===== config.mk =====
export PLATFORM = sky130hd
export DESIGN_NAME = spi_responder_thermometer
export DESIGN_NICKNAME = d
export VERILOG_FILES = /design/src/rtl/thermometer_spi_pkg.sv /design/src/rtl/sync_ff.sv /design/src/rtl/spi_responder_thermometer.sv
export SDC_FILE = /design/constraint.sdc
export NUM_CORES = 1
export LEC_CHECK = 0
export BUFFER_PORTS_ARGS = -buffer_cell sky130_fd_sc_hd__clkbuf_2
export CAP_MARGIN = 10
export CORE_MARGIN = 2
export CORE_UTILIZATION = 59
export CTS_CLUSTER_DIAMETER = 60
export CTS_CLUSTER_SIZE = 24
export DETAILED_ROUTE_END_ITERATION = 8
export GPL_ROUTABILITY_DRIVEN = 0
export PLACE_DENSITY = 0.8
export SKIP_LAST_GASP = 1
export SLEW_MARGIN = 10
export SYNTH_ARGS = -nofsm -noshare
export SYNTH_HDL_FRONTEND = slang
export SYNTH_SLANG_ARGS = --single-unit

===== constraint.sdc =====
create_clock -name i_clk -period 1.9 [get_ports i_clk]
set_input_delay 0.38 -clock i_clk [delete_from_list [all_inputs] [get_ports i_clk]]
set_output_delay 0.38 -clock i_clk [all_outputs]
set_load 0.005 [all_outputs]

===== src/rtl/thermometer_spi_pkg.sv =====
// Shared definitions for the thermometer SPI link (responder and handler).
// Holds word geometry, the temperature field position, the responder
// state encoding and the default word served before any temperature load.
package thermometer_spi_pkg;

    localparam int unsigned WORD_W   = 16;
    localparam int unsigned TEMP_MSB = 14;
    localparam int unsigned TEMP_LSB = 5;
    localparam int unsigned TEMP_W   = TEMP_MSB - TEMP_LSB + 1;

    localparam logic [WORD_W-1:0] RESET_WORD = 16'h0000;

    typedef enum logic {
        ST_IDLE   = 1'b0,
        ST_ACTIVE = 1'b1
    } state_e;

    // Extract the temperature field from a full SPI word.
    function automatic logic [TEMP_W-1:0] temp_field(input logic [WORD_W-1:0] word);
        return word[TEMP_MSB:TEMP_LSB];
    endfunction

endpackage


===== src/rtl/sync_ff.sv =====
// Single-bit multi-flop synchronizer with a configurable reset value.
// Ports: clk, rst_n (async active-low), d (async input), q (synchronized).
module sync_ff #(
    parameter int unsigned DEPTH   = 2,
    parameter logic        RST_VAL = 1'b0
) (
    input  logic clk,
    input  logic rst_n,
    input  logic d,
    output logic q
);

    logic [DEPTH-1:0] sync_q;
    logic [DEPTH-1:0] sync_d;

    // Shift the raw input in at bit 0; the synchronized value exits at the top.
    always_comb begin
        sync_d = (sync_q << 1) | DEPTH'(d);
    end

    always_ff @(posedge clk or negedge rst_n) begin
        if (!rst_n) begin
            sync_q <= {DEPTH{RST_VAL}};
        end else begin
            sync_q <= sync_d;
        end
    end

    assign q = sync_q[DEPTH-1];

endmodule


===== src/rtl/spi_responder_thermometer.sv =====
// SPI responder (CPOL=1, CPHA=1) acting as the thermometer on the link.
// Serves a snapshot of the temperature word MSB first on o_spi_so and
// captures the handler's 16-bit word from i_spi_si.
// Ports:
//   i_clk, i_reset_n              system clock, async active-low reset
//   i_spi_clk/i_spi_cs_n/i_spi_si SPI pins from the handler (asynchronous)
//   o_spi_so                      serial data to the handler, 0 when idle
//   i_temp_data/i_temp_valid      temperature word load strobe
//   o_busy                        transfer in progress
//   o_rx_word/o_rx_valid          last complete received word + update pulse
//   o_xfer_done                   pulse at the end of every transfer
module spi_responder_thermometer
    import thermometer_spi_pkg::state_e;
    import thermometer_spi_pkg::ST_IDLE;
    import thermometer_spi_pkg::ST_ACTIVE;
#(
    parameter int unsigned              WORD_W      = thermometer_spi_pkg::WORD_W,
    parameter logic [WORD_W-1:0]        RESET_WORD  = WORD_W'(thermometer_spi_pkg::RESET_WORD),
    parameter int unsigned              SYNC_STAGES = 2
) (
    input  logic              i_clk,
    input  logic              i_reset_n,
    input  logic              i_spi_clk,
    input  logic              i_spi_cs_n,
    input  logic              i_spi_si,
    output logic              o_spi_so,
    input  logic [WORD_W-1:0] i_temp_data,
    input  logic              i_temp_valid,
    output logic              o_busy,
    output logic [WORD_W-1:0] o_rx_word,
    output logic              o_rx_valid,
    output logic              o_xfer_done
);

    localparam int unsigned       CNT_W    = $clog2(WORD_W + 2);
    localparam logic [CNT_W-1:0]  CNT_FULL = CNT_W'(WORD_W);
    localparam logic [CNT_W-1:0]  CNT_MAX  = CNT_W'(WORD_W + 1);

    logic sck_s;
    logic cs_n_s;
    logic si_s;

    state_e            state_q,      state_d;
    logic              sck_prev_q,   sck_prev_d;
    logic              cs_n_prev_q,  cs_n_prev_d;
    logic [WORD_W-1:0] temp_q,       temp_d;
    logic [WORD_W-1:0] pend_q,       pend_d;
    logic              pend_vld_q,   pend_vld_d;
    logic [WORD_W-1:0] shift_q,      shift_d;
    logic [WORD_W-1:0] rx_shift_q,   rx_shift_d;
    logic [CNT_W-1:0]  tx_cnt_q,     tx_cnt_d;
    logic [CNT_W-1:0]  rx_cnt_q,     rx_cnt_d;
    logic              so_q,         so_d;
    logic              busy_q,       busy_d;
    logic [WORD_W-1:0] rx_word_q,    rx_word_d;
    logic              rx_valid_q,   rx_valid_d;
    logic              xfer_done_q,  xfer_done_d;

    logic sck_fall_c;
    logic sck_rise_c;
    logic cs_fall_c;
    logic cs_rise_c;

    // SCK idles high. CS resets low so that a CS held low across reset
    // release is never mistaken for a fresh falling edge.
    sync_ff #(.DEPTH(SYNC_STAGES), .RST_VAL(1'b1)) u_sync_sck (
        .clk(i_clk), .rst_n(i_reset_n), .d(i_spi_clk), .q(sck_s)
    );
    sync_ff #(.DEPTH(SYNC_STAGES), .RST_VAL(1'b0)) u_sync_cs (
        .clk(i_clk), .rst_n(i_reset_n), .d(i_spi_cs_n), .q(cs_n_s)
    );
    sync_ff #(.DEPTH(SYNC_STAGES), .RST_VAL(1'b0)) u_sync_si (
        .clk(i_clk), .rst_n(i_reset_n), .d(i_spi_si), .q(si_s)
    );

    assign sck_fall_c =  sck_prev_q  & ~sck_s;
    assign sck_rise_c = ~sck_prev_q  &  sck_s;
    assign cs_fall_c  =  cs_n_prev_q & ~cs_n_s;
    assign cs_rise_c  = ~cs_n_prev_q &  cs_n_s;

    // Next-state and output logic.
    always_comb begin
        state_d     = state_q;
        sck_prev_d  = sck_s;
        cs_n_prev_d = cs_n_s;
        temp_d      = temp_q;
        pend_d      = pend_q;
        pend_vld_d  = pend_vld_q;
        shift_d     = shift_q;
        rx_shift_d  = rx_shift_q;
        tx_cnt_d    = tx_cnt_q;
        rx_cnt_d    = rx_cnt_q;
        so_d        = so_q;
        busy_d      = busy_q;
        rx_word_d   = rx_word_q;
        rx_valid_d  = 1'b0;
        xfer_done_d = 1'b0;

        case (state_q)
            ST_IDLE: begin
                if (i_temp_valid) begin
                    temp_d = i_temp_data;
                end
                // Snapshot uses the pre-load word when both happen together.
                if (cs_fall_c) begin
                    state_d  = ST_ACTIVE;
                    shift_d  = temp_q;
                    tx_cnt_d = '0;
                    rx_cnt_d = '0;
                    so_d     = temp_q[WORD_W-1];
                    busy_d   = 1'b1;
                end
            end

            ST_ACTIVE: begin
                if (i_temp_valid) begin
                    pend_d     = i_temp_data;
                    pend_vld_d = 1'b1;
                end
                if (cs_rise_c) begin
                    // End of transfer wins over any coincident SCK edge.
                    state_d     = ST_IDLE;
                    xfer_done_d = 1'b1;
                    so_d        = 1'b0;
                    busy_d      = 1'b0;
                    pend_vld_d  = 1'b0;
                    if (rx_cnt_q == CNT_FULL) begin
                        rx_word_d  = rx_shift_q;
                        rx_valid_d = 1'b1;
                    end
                    if (i_temp_valid) begin
                        temp_d = i_temp_data;
                    end else if (pend_vld_q) begin
                        temp_d = pend_q;
                    end
                end else begin
                    // Shift register drains MSB first; zeros fill once it is empty.
                    if (sck_fall_c) begin
                        so_d     = (tx_cnt_q < CNT_FULL) ? shift_q[WORD_W-1] : 1'b0;
                        shift_d  = shift_q << 1;
                        tx_cnt_d = (tx_cnt_q == CNT_MAX) ? tx_cnt_q : tx_cnt_q + CNT_W'(1);
                    end
                    if (sck_rise_c) begin
                        rx_shift_d = {rx_shift_q[WORD_W-2:0], si_s};
                        rx_cnt_d   = (rx_cnt_q == CNT_MAX) ? rx_cnt_q : rx_cnt_q + CNT_W'(1);
                    end
                end
            end

            default: begin
                state_d = ST_IDLE;
            end
        endcase
    end

    // State and output registers.
    always_ff @(posedge i_clk or negedge i_reset_n) begin
        if (!i_reset_n) begin
            state_q     <= ST_IDLE;
            sck_prev_q  <= 1'b1;
            cs_n_prev_q <= 1'b0;
            temp_q      <= RESET_WORD;
            pend_q      <= '0;
            pend_vld_q  <= 1'b0;
            shift_q     <= '0;
            rx_shift_q  <= '0;
            tx_cnt_q    <= '0;
            rx_cnt_q    <= '0;
            so_q        <= 1'b0;
            busy_q      <= 1'b0;
            rx_word_q   <= '0;
            rx_valid_q  <= 1'b0;
            xfer_done_q <= 1'b0;
        end else begin
            state_q     <= state_d;
            sck_prev_q  <= sck_prev_d;
            cs_n_prev_q <= cs_n_prev_d;
            temp_q      <= temp_d;
            pend_q      <= pend_d;
            pend_vld_q  <= pend_vld_d;
            shift_q     <= shift_d;
            rx_shift_q  <= rx_shift_d;
            tx_cnt_q    <= tx_cnt_d;
            rx_cnt_q    <= rx_cnt_d;
            so_q        <= so_d;
            busy_q      <= busy_d;
            rx_word_q   <= rx_word_d;
            rx_valid_q  <= rx_valid_d;
            xfer_done_q <= xfer_done_d;
        end
    end

    assign o_spi_so    = so_q;
    assign o_busy      = busy_q;
    assign o_rx_word   = rx_word_q;
    assign o_rx_valid  = rx_valid_q;
    assign o_xfer_done = xfer_done_q;

endmodule


==> results.cfg, run 1 <==
[logic_synthesis]
async_flop_share = 1.00
synth.cell_area_sq_um = 4470
synth_common_cells = dfrtp_1 (101), mux2_2 (38), mux2i_1 (33), nand2_1 (24), a21oi_1 (22)
synthTopCellsByArea = dfrtp_1 (57%), mux2_2 (9.6%), mux2i_1 (7.4%)
synth_seq_cells = 104
yosysWarningCount = 0
synth_cell_types = 49
synth_area_leader_cell = dfrtp_1
synth_edf_count = 0
syn_inst = 344
yosysSeqAreaShare = 0.583
synth_flop_cell = dfrtp_1
synth.most_common_cell = dfrtp_1
syn_nets = 371
avgSynthCellArea_sq_um = 13.0
synth_top_area_frac = 0.565

[cts]
post_cts_buffers = 0
tritoncts = built
cts_resized = 0
path_clk_slew_ns = 0.12
cts_buffers = 9
cts_root_buf = clkbuf_8
clock_sinks = 104
clockBufferDepth = 2
clock_latency_ns = 0.38
postCtsHoldBufs = 0
htreeDepth = 3

[power]
leakagePower_nw = 2.49
power_mw = 5.26
p_per_area_nw_per_um2 = 1060
ir_drop_mv = 0.527

[route]
drtIter0Drc = 95
num_vias = 2659
antenna_left = 0
wl_per_cell_um = 14.5
drc = 0
routed_via_density = 5.40
wl_mm = 7.15
drt_pass1_iterations = 4

[cells_and_area]
area_delta_synth_final_pct = 11.4
drive_gt1_frac = 0.323
post-route-util = 0.683
finalNetCount = 415
n_antenna_cell = 0

[global_route]
grt_pass1_vias = 2663
overflow = 0
grt.total_usage = 0.189
grt_use_met1 = 0.269
grt_max_degree = 105
grt_first_pass_wirelength_mm = 12.5
busiest_layer = met2
antenna_found_initial = 0
use_met2 = 0.281
use_met3 = 0.0357

[timing]
finalMaxSlewViolations = 0
tns_ns = 0
setup_viol = 0
fmax_mhz = 573
whs_ns = 0.0361
max_slew_margin = 0.646
fin_crit_sh = 0.918
skew_ns = 0.0159
rsz0062_at_grt = no
worst_slew_pin_slew_ns = 0.531
period_needed_ns = 1.74
hold_viol_final = 0

[floorplan]
chipHeight_um = 91.1
fp.dieArea_sq_um = 8290
io_pins = 42
core_sq_um = 7290
num_rows = 31
initial_core_util = 0.613
die_w_um = 91.1

[setup_path]
path_class = reg2reg
endpoint_kind = register
ff2ff_path_depth = 5
rrSetupSlack_ns = 0.16
r2r_end = o_rx_word[11]
cp_max_fo = 17
critPathLaunchType = register
required_ns = 2.17
arrival_ns = 2.02
r2r-start = cs_n_prev_q

[run]
max_cap_violations = 0

[placement]
numPortBuffers = 41
hpwl_mm = 4.82

[outcome]
status = finished, final reports clean

[worst_hold_path]
hp-class = in2async
[metrics by stage]
| stage | setup slack, ns | std cells | cell area [sq um] |
|---|---|---|---|
| after floorplan | 0.312 | 344 | 4470 |
| after global placement | 0.216 | 476 | 4770 |
| after detailed placement | 0.157 | 476 | 4770 |
| after CTS | 0.140 | 492 | 4980 |
| after global routing | 0.0614 | 492 | 4980 |
| final | 0.155 | 492 | 4980 |
[worst max-delay path by stage]
stage          cells past startpoint         from       endpoint  slack [ns]
6_report                           5  cs_n_prev_q  o_rx_word[11]        0.16
5_1_grt                            5  cs_n_prev_q   o_rx_word[0]        0.06
4_1_cts                            5  cs_n_prev_q  o_rx_word[11]        0.14
3_5_place_dp                       5  cs_n_prev_q  o_rx_word[11]        0.16
3_3_place_gp                       5   sck_prev_q    tx_cnt_q[3]        0.22
2_1_floorplan                      4   sck_prev_q    tx_cnt_q[0]        0.31
[worst max-delay path, stage by stage (launching register included)]
cell and delay, ns:
dfrtp_1 0.44, nand2b_1 0.23, buf_4 0.21, nor2_8 0.11, nand3_4 0.26, mux2_4 0.39
[cell usage in the layout (no fill, tap or decap), drive strengths merged, types with 3 or more instances in the layout]
cell,count
dfrtp,101
clkbuf,49
mux2,49
mux2i,33
nand2,25
a21oi,25
nor2,21
o21ai,17
inv,11
buf,9
ha,5
nand3,5
clkinv,4
nand2b,3
nor2b,3
dfstp,3
[kinds of logic after synthesis]
| logic type | count (synthesis) | share of synthesized area |
|---|---|---|
| AO/OA/AOI/OAI | 59 | 0.0834 |
| adder cells (fa/ha/maj) | 5 | 0.0140 |
| buffers and inverters | 24 | 0.0302 |
| flip-flops | 104 | 0.583 |
| multiplexers | 82 | 0.205 |
| AND/OR/NAND/NOR | 70 | 0.0848 |
[state kept, by name, indices dropped and copies added, names as in the netlist, 2 cells and up]
name / cells
temp_q: 16
shift_q: 16
o_rx_word: 16
rx_cnt_q: 5
tx_cnt_q: 5
u_sync_cs.sync_q: 2
pend_q: 16
u_sync_sck.sync_q: 2
rx_shift_q: 16
u_sync_si.sync_q: 2
[per-layer routing]
| layer | up-vias | share of wire |
|---|---|---|
| li1 | 1306 | - |
| met1 | 1280 | 0.49 |
| met2 | 57 | 0.45 |
| met3 | 16 | 0.039 |
| met4 | 0 | 0.023 |
| met5 | - | 0 |
[power breakdown]
group	switching (mW)	internal, mW
Clock	0.850	0.530
Combinational	0.468	0.460
Sequential	0.294	2.66
[cell type report]
class | count | area [sq um]
inverter | 8 | 32.5
fill | 549 | 2310
clock inverter | 7 | 86.3
timing repair buffer | 49 | 280
tap | 99 | 124
sequential | 104 | 2610
clock buffer | 9 | 124
multi-input combinational | 216 | 1730
Power figures use the tool's default switching activity.
==> inputs of run 2 (changes only) <==
clock period = 1.7 ns   (was 1.9 ns; I/O delays follow)
==> results.cfg, run 2 (synthesized netlist as in run 1, its figures left out) <==
[cells_and_area]
finalNetCount = 422
layout_commonest_cell = dfrtp_1
most-common-layout-cells = dfrtp_1 (101), clkbuf_2 (40), mux2_2 (38)
n_antenna_cell = 0
fillers = 551
area_delta_synth_final_pct = 13.6
drive_gt1_frac = 0.340
design_area_sq_um = 5080
finalNonFillerCells = 499

[timing]
fmax_mhz = 619
finalMaxSlewViolations = 0
max_slew_margin = 0.687
rsz0062_at_grt = no
tns_ns = 0
whs_ns = 0.0528
fin_crit_sh = 0.950
skew_ns = 0.0119
period_needed_ns = 1.61
setup_viol = 0
hold_viol_final = 0
worst_slew_pin_slew_ns = 0.469

[route]
routed_via_density = 5.42
drtIter0Drc = 108
drc = 0
drt_pass1_iterations = 5
wl_mm = 7.59
num_vias = 2703
antenna_left = 0
wl_per_cell_um = 15.2

[power]
ir_drop_mv = 0.705
power_mw = 5.82
p_per_area_nw_per_um2 = 1150
leakagePower_nw = 2.54

[global_route]
antenna_found_initial = 0
grt_max_degree = 41
grt.total_usage = 0.199
grt_first_pass_wirelength_mm = 13.0
grt_pass1_vias = 2662
overflow = 0

[floorplan]
chipHeight_um = 91.1
io_pins = 42
die_w_um = 91.1
initial_core_util = 0.613
fp.dieArea_sq_um = 8290
num_rows = 31
core_sq_um = 7290

[cts]
cts_buffers = 9
tritoncts = built
clockBufferDepth = 2
cts_root_buf = clkbuf_8
clock_latency_ns = 0.37
htreeDepth = 3
path_clk_slew_ns = 0.10
clock_sinks = 104

[setup_path]
arrival_ns = 1.89
path_class = reg2reg
required_ns = 1.98
endpoint_kind = register
critPathLaunchType = register
cp_max_fo = 5

[run]
max_cap_violations = 0

[placement]
dp_cells = 481
placed_cell_area_sq_um = 4860
numPortBuffers = 41
hpwl_mm = 5.28

[outcome]
status = finished, final reports clean

[worst_hold_path]
hp-class = in2reg
-- run 2: area by class of cell --
cell class | count | area, sq um | area share
sequential | 104 | 2610 | 0.513
multi-input combinational | 216 | 1740 | 0.342
timing repair buffer | 56 | 402 | 0.0790
clock buffer | 9 | 124 | 0.0244
tap | 99 | 124 | 0.0244
clock inverter | 7 | 53.8 | 0.0106
inverter | 8 | 32.5 | 0.00640
-- run 2: per-layer routing --
metal | GRT usage | vias to the layer above | routed length [um]
met5 | 0 | - | 0
met4 | 0.0581 | 0 | 91
met3 | 0.0631 | 9 | 278
met2 | 0.323 | 50 | 3800
met1 | 0.260 | 1322 | 3420
li1 | - | 1322 | -
-- run 2: path summary, 6_finish.rpt --
check                      slack (ns)  cells past startpoint                  from                    to
setup reg to reg                 0.09                      4  u_sync_sck.sync_q[1]           rx_cnt_q[2]
hold reg to reg                  0.37                      0  u_sync_sck.sync_q[0]  u_sync_sck.sync_q[1]
hold / removal                   0.05                      1             i_spi_clk  u_sync_sck.sync_q[0]
max in group asynchronous        0.68                      3             i_reset_n        rx_shift_q[10]
setup / recovery                 0.09                      4  u_sync_sck.sync_q[1]           rx_cnt_q[2]
min in group asynchronous        0.47                      2             i_reset_n           rx_cnt_q[3]
-- run 2: through the flow --
stage	setup WS [ns]	util
final	0.0853	0.697
after global routing	0.00736	0.697
after CTS	0.00744	0.692
after detailed placement	0.0211	0.667
after global placement	0.0925	0.667
after floorplan	0.112	-
-- run 2: power by group --
part | internal [mW] | total [mW] | switching (mW)
logic | 0.550 | 1.10 | 0.546
clock network | 0.548 | 1.42 | 0.869
registers | 2.97 | 3.31 | 0.339
total | 4.07 | 5.82 | 1.75
-- run 2: critical path: stages, from the launching register on --
cell and delay [ns]:
dfstp_2 0.56, and2b_2 0.22, a21bo_2 0.25, or2_1 0.25, o31ai_1 0.24
-- run 2: timing repair --
item                                   CTS  global route
setup buffers                            0             1
endpoints found under the hold margin   28             0
setup endpoints to repair                0            10
hold buffers                             1             0
gates resized for setup                  0             4
==> inputs of run 3 (changes only) <==
CORE_UTILIZATION = 55   (was 59)
PLACE_DENSITY = 0.76   (was 0.8)
==> results.cfg, run 3 (synthesized netlist as in run 1, its figures left out) <==
[cts]
tritoncts = built
clock_latency_ns = 0.37
path_clk_slew_ns = 0.10
cts_buffers = 9
cts_root_buf = clkbuf_8
clock_sinks = 104
clockBufferDepth = 2
htreeDepth = 3

[floorplan]
chipHeight_um = 94.2
core_sq_um = 7810
num_rows = 32
initial_core_util = 0.573
fp.dieArea_sq_um = 8870
io_pins = 42
die_w_um = 94.2

[cells_and_area]
design_area_sq_um = 5150
multi_input_area_sq_um = 1740
area_delta_synth_final_pct = 15.2
layout_commonest_cell = dfrtp_1
finalNetCount = 431
post-route-util = 0.660
drive_gt1_frac = 0.352
most-common-layout-cells = dfrtp_1 (101), clkbuf_2 (40), mux2_2 (38)
area.sequential_sq_um = 2610
fillers = 567
n_antenna_cell = 0

[timing]
finalMaxSlewViolations = 0
rsz0062_at_grt = yes
whs_ns = 0.0591
fin_crit_sh = 0.947
skew_ns = 0.0122
period_needed_ns = 1.61
setup_viol = 0
hold_viol_final = 0
max_slew_margin = 0.714
tns_ns = 0
fmax_mhz = 621
worst_slew_pin_slew_ns = 0.429

[setup_path]
required_ns = 1.96
path_class = reg2reg
critPathLaunchType = register
endpoint_kind = register
cp_max_fo = 8
arrival_ns = 1.87

[worst_hold_path]
hp-class = in2reg

[outcome]
status = finished, final reports clean

[power]
ir_drop_mv = 0.751
leakagePower_nw = 2.58
power_mw = 5.81
p_per_area_nw_per_um2 = 1130

[route]
drc = 0
wl_mm = 7.50
wl_per_cell_um = 14.7
routed_via_density = 5.32
drt_pass1_iterations = 4
drtIter0Drc = 143
antenna_left = 0
num_vias = 2717

[run]
max_cap_violations = 0

[global_route]
grt_first_pass_wirelength_mm = 12.8
antenna_found_initial = 0
overflow = 0
grt_max_degree = 46
grt.total_usage = 0.187
grt_pass1_vias = 2729

[placement]
placed_cell_area_sq_um = 4880
hpwl_mm = 5.14
numPortBuffers = 41
[run 3: changes by cell type in the layout (fill, tap and decap cells not counted)]
cell / delta
clkbuf_1: +1
buf_4: +10
buf_6: -1
clkinv_2: -1
clkinv_4: +2
clkinvlp_4: -2
[run 3: cell type report]
class | instances | share of cell area
Clock inverter | 6 | 0.00996
Tap cell | 102 | 0.0248
Clock buffer | 10 | 0.0248
Multi-Input combinational cell | 216 | 0.338
Timing Repair Buffer | 65 | 0.0904
Inverter | 8 | 0.00632
Sequential cell | 104 | 0.506
[run 3: path summary, 6_finish.rpt]
| kind | slack [ns] | cells after the start | startpoint | end |
|---|---|---|---|---|
| min in group asynchronous | 0.43 | 2 | i_reset_n | u_sync_cs.sync_q[0] |
| hold reg to reg | 0.36 | 0 | u_sync_cs.sync_q[0] | u_sync_cs.sync_q[1] |
| setup reg to reg | 0.09 | 6 | cs_n_prev_q | o_rx_word[10] |
| max in group asynchronous | 0.66 | 3 | i_reset_n | u_sync_sck.sync_q[0] |
| setup / recovery | 0.09 | 6 | cs_n_prev_q | o_rx_word[10] |
| hold / removal | 0.06 | 1 | i_spi_clk | u_sync_sck.sync_q[0] |
[run 3: what timing repair did]
item                                    CTS  global route
endpoints found under the setup margin    3            14
hold buffers                              1             0
hold endpoints to repair                 24             0
pin swaps                                 0             1
setup buffers                             2             4
gates resized for setup                   0             3
[run 3: metrics by stage]
| stage | worst slack (ns) | std cells |
|---|---|---|
| after floorplan | 0.112 | 344 |
| after global placement | 0.0737 | 488 |
| after detailed placement | 0.0293 | 488 |
| after CTS | 0.0310 | 507 |
| after global routing | -0.0217 | 511 |
| final | 0.0893 | 511 |
[run 3: routing by layer]
metal | up-vias | global-route usage | wire [um]
met5 | - | 0 | 0
met2 | 47 | 0.305 | 3650
li1 | 1331 | - | -
met4 | 0 | 0.0580 | 119
met3 | 12 | 0.0457 | 260
met1 | 1327 | 0.248 | 3470
[run 3: where the power goes]
group          switching [mW]  internal, mW
registers               0.331          2.97
logic                   0.541         0.568
clock network           0.848         0.557
total                    1.72          4.09
[run 3: critical path, stage by stage (launching register included)]
cell and delay [ns]:
dfrtp_1 0.41, nand2b_1 0.22, buf_4 0.21, nor2_8 0.10, nand3_4 0.10, buf_12 0.16
mux2_4 0.30
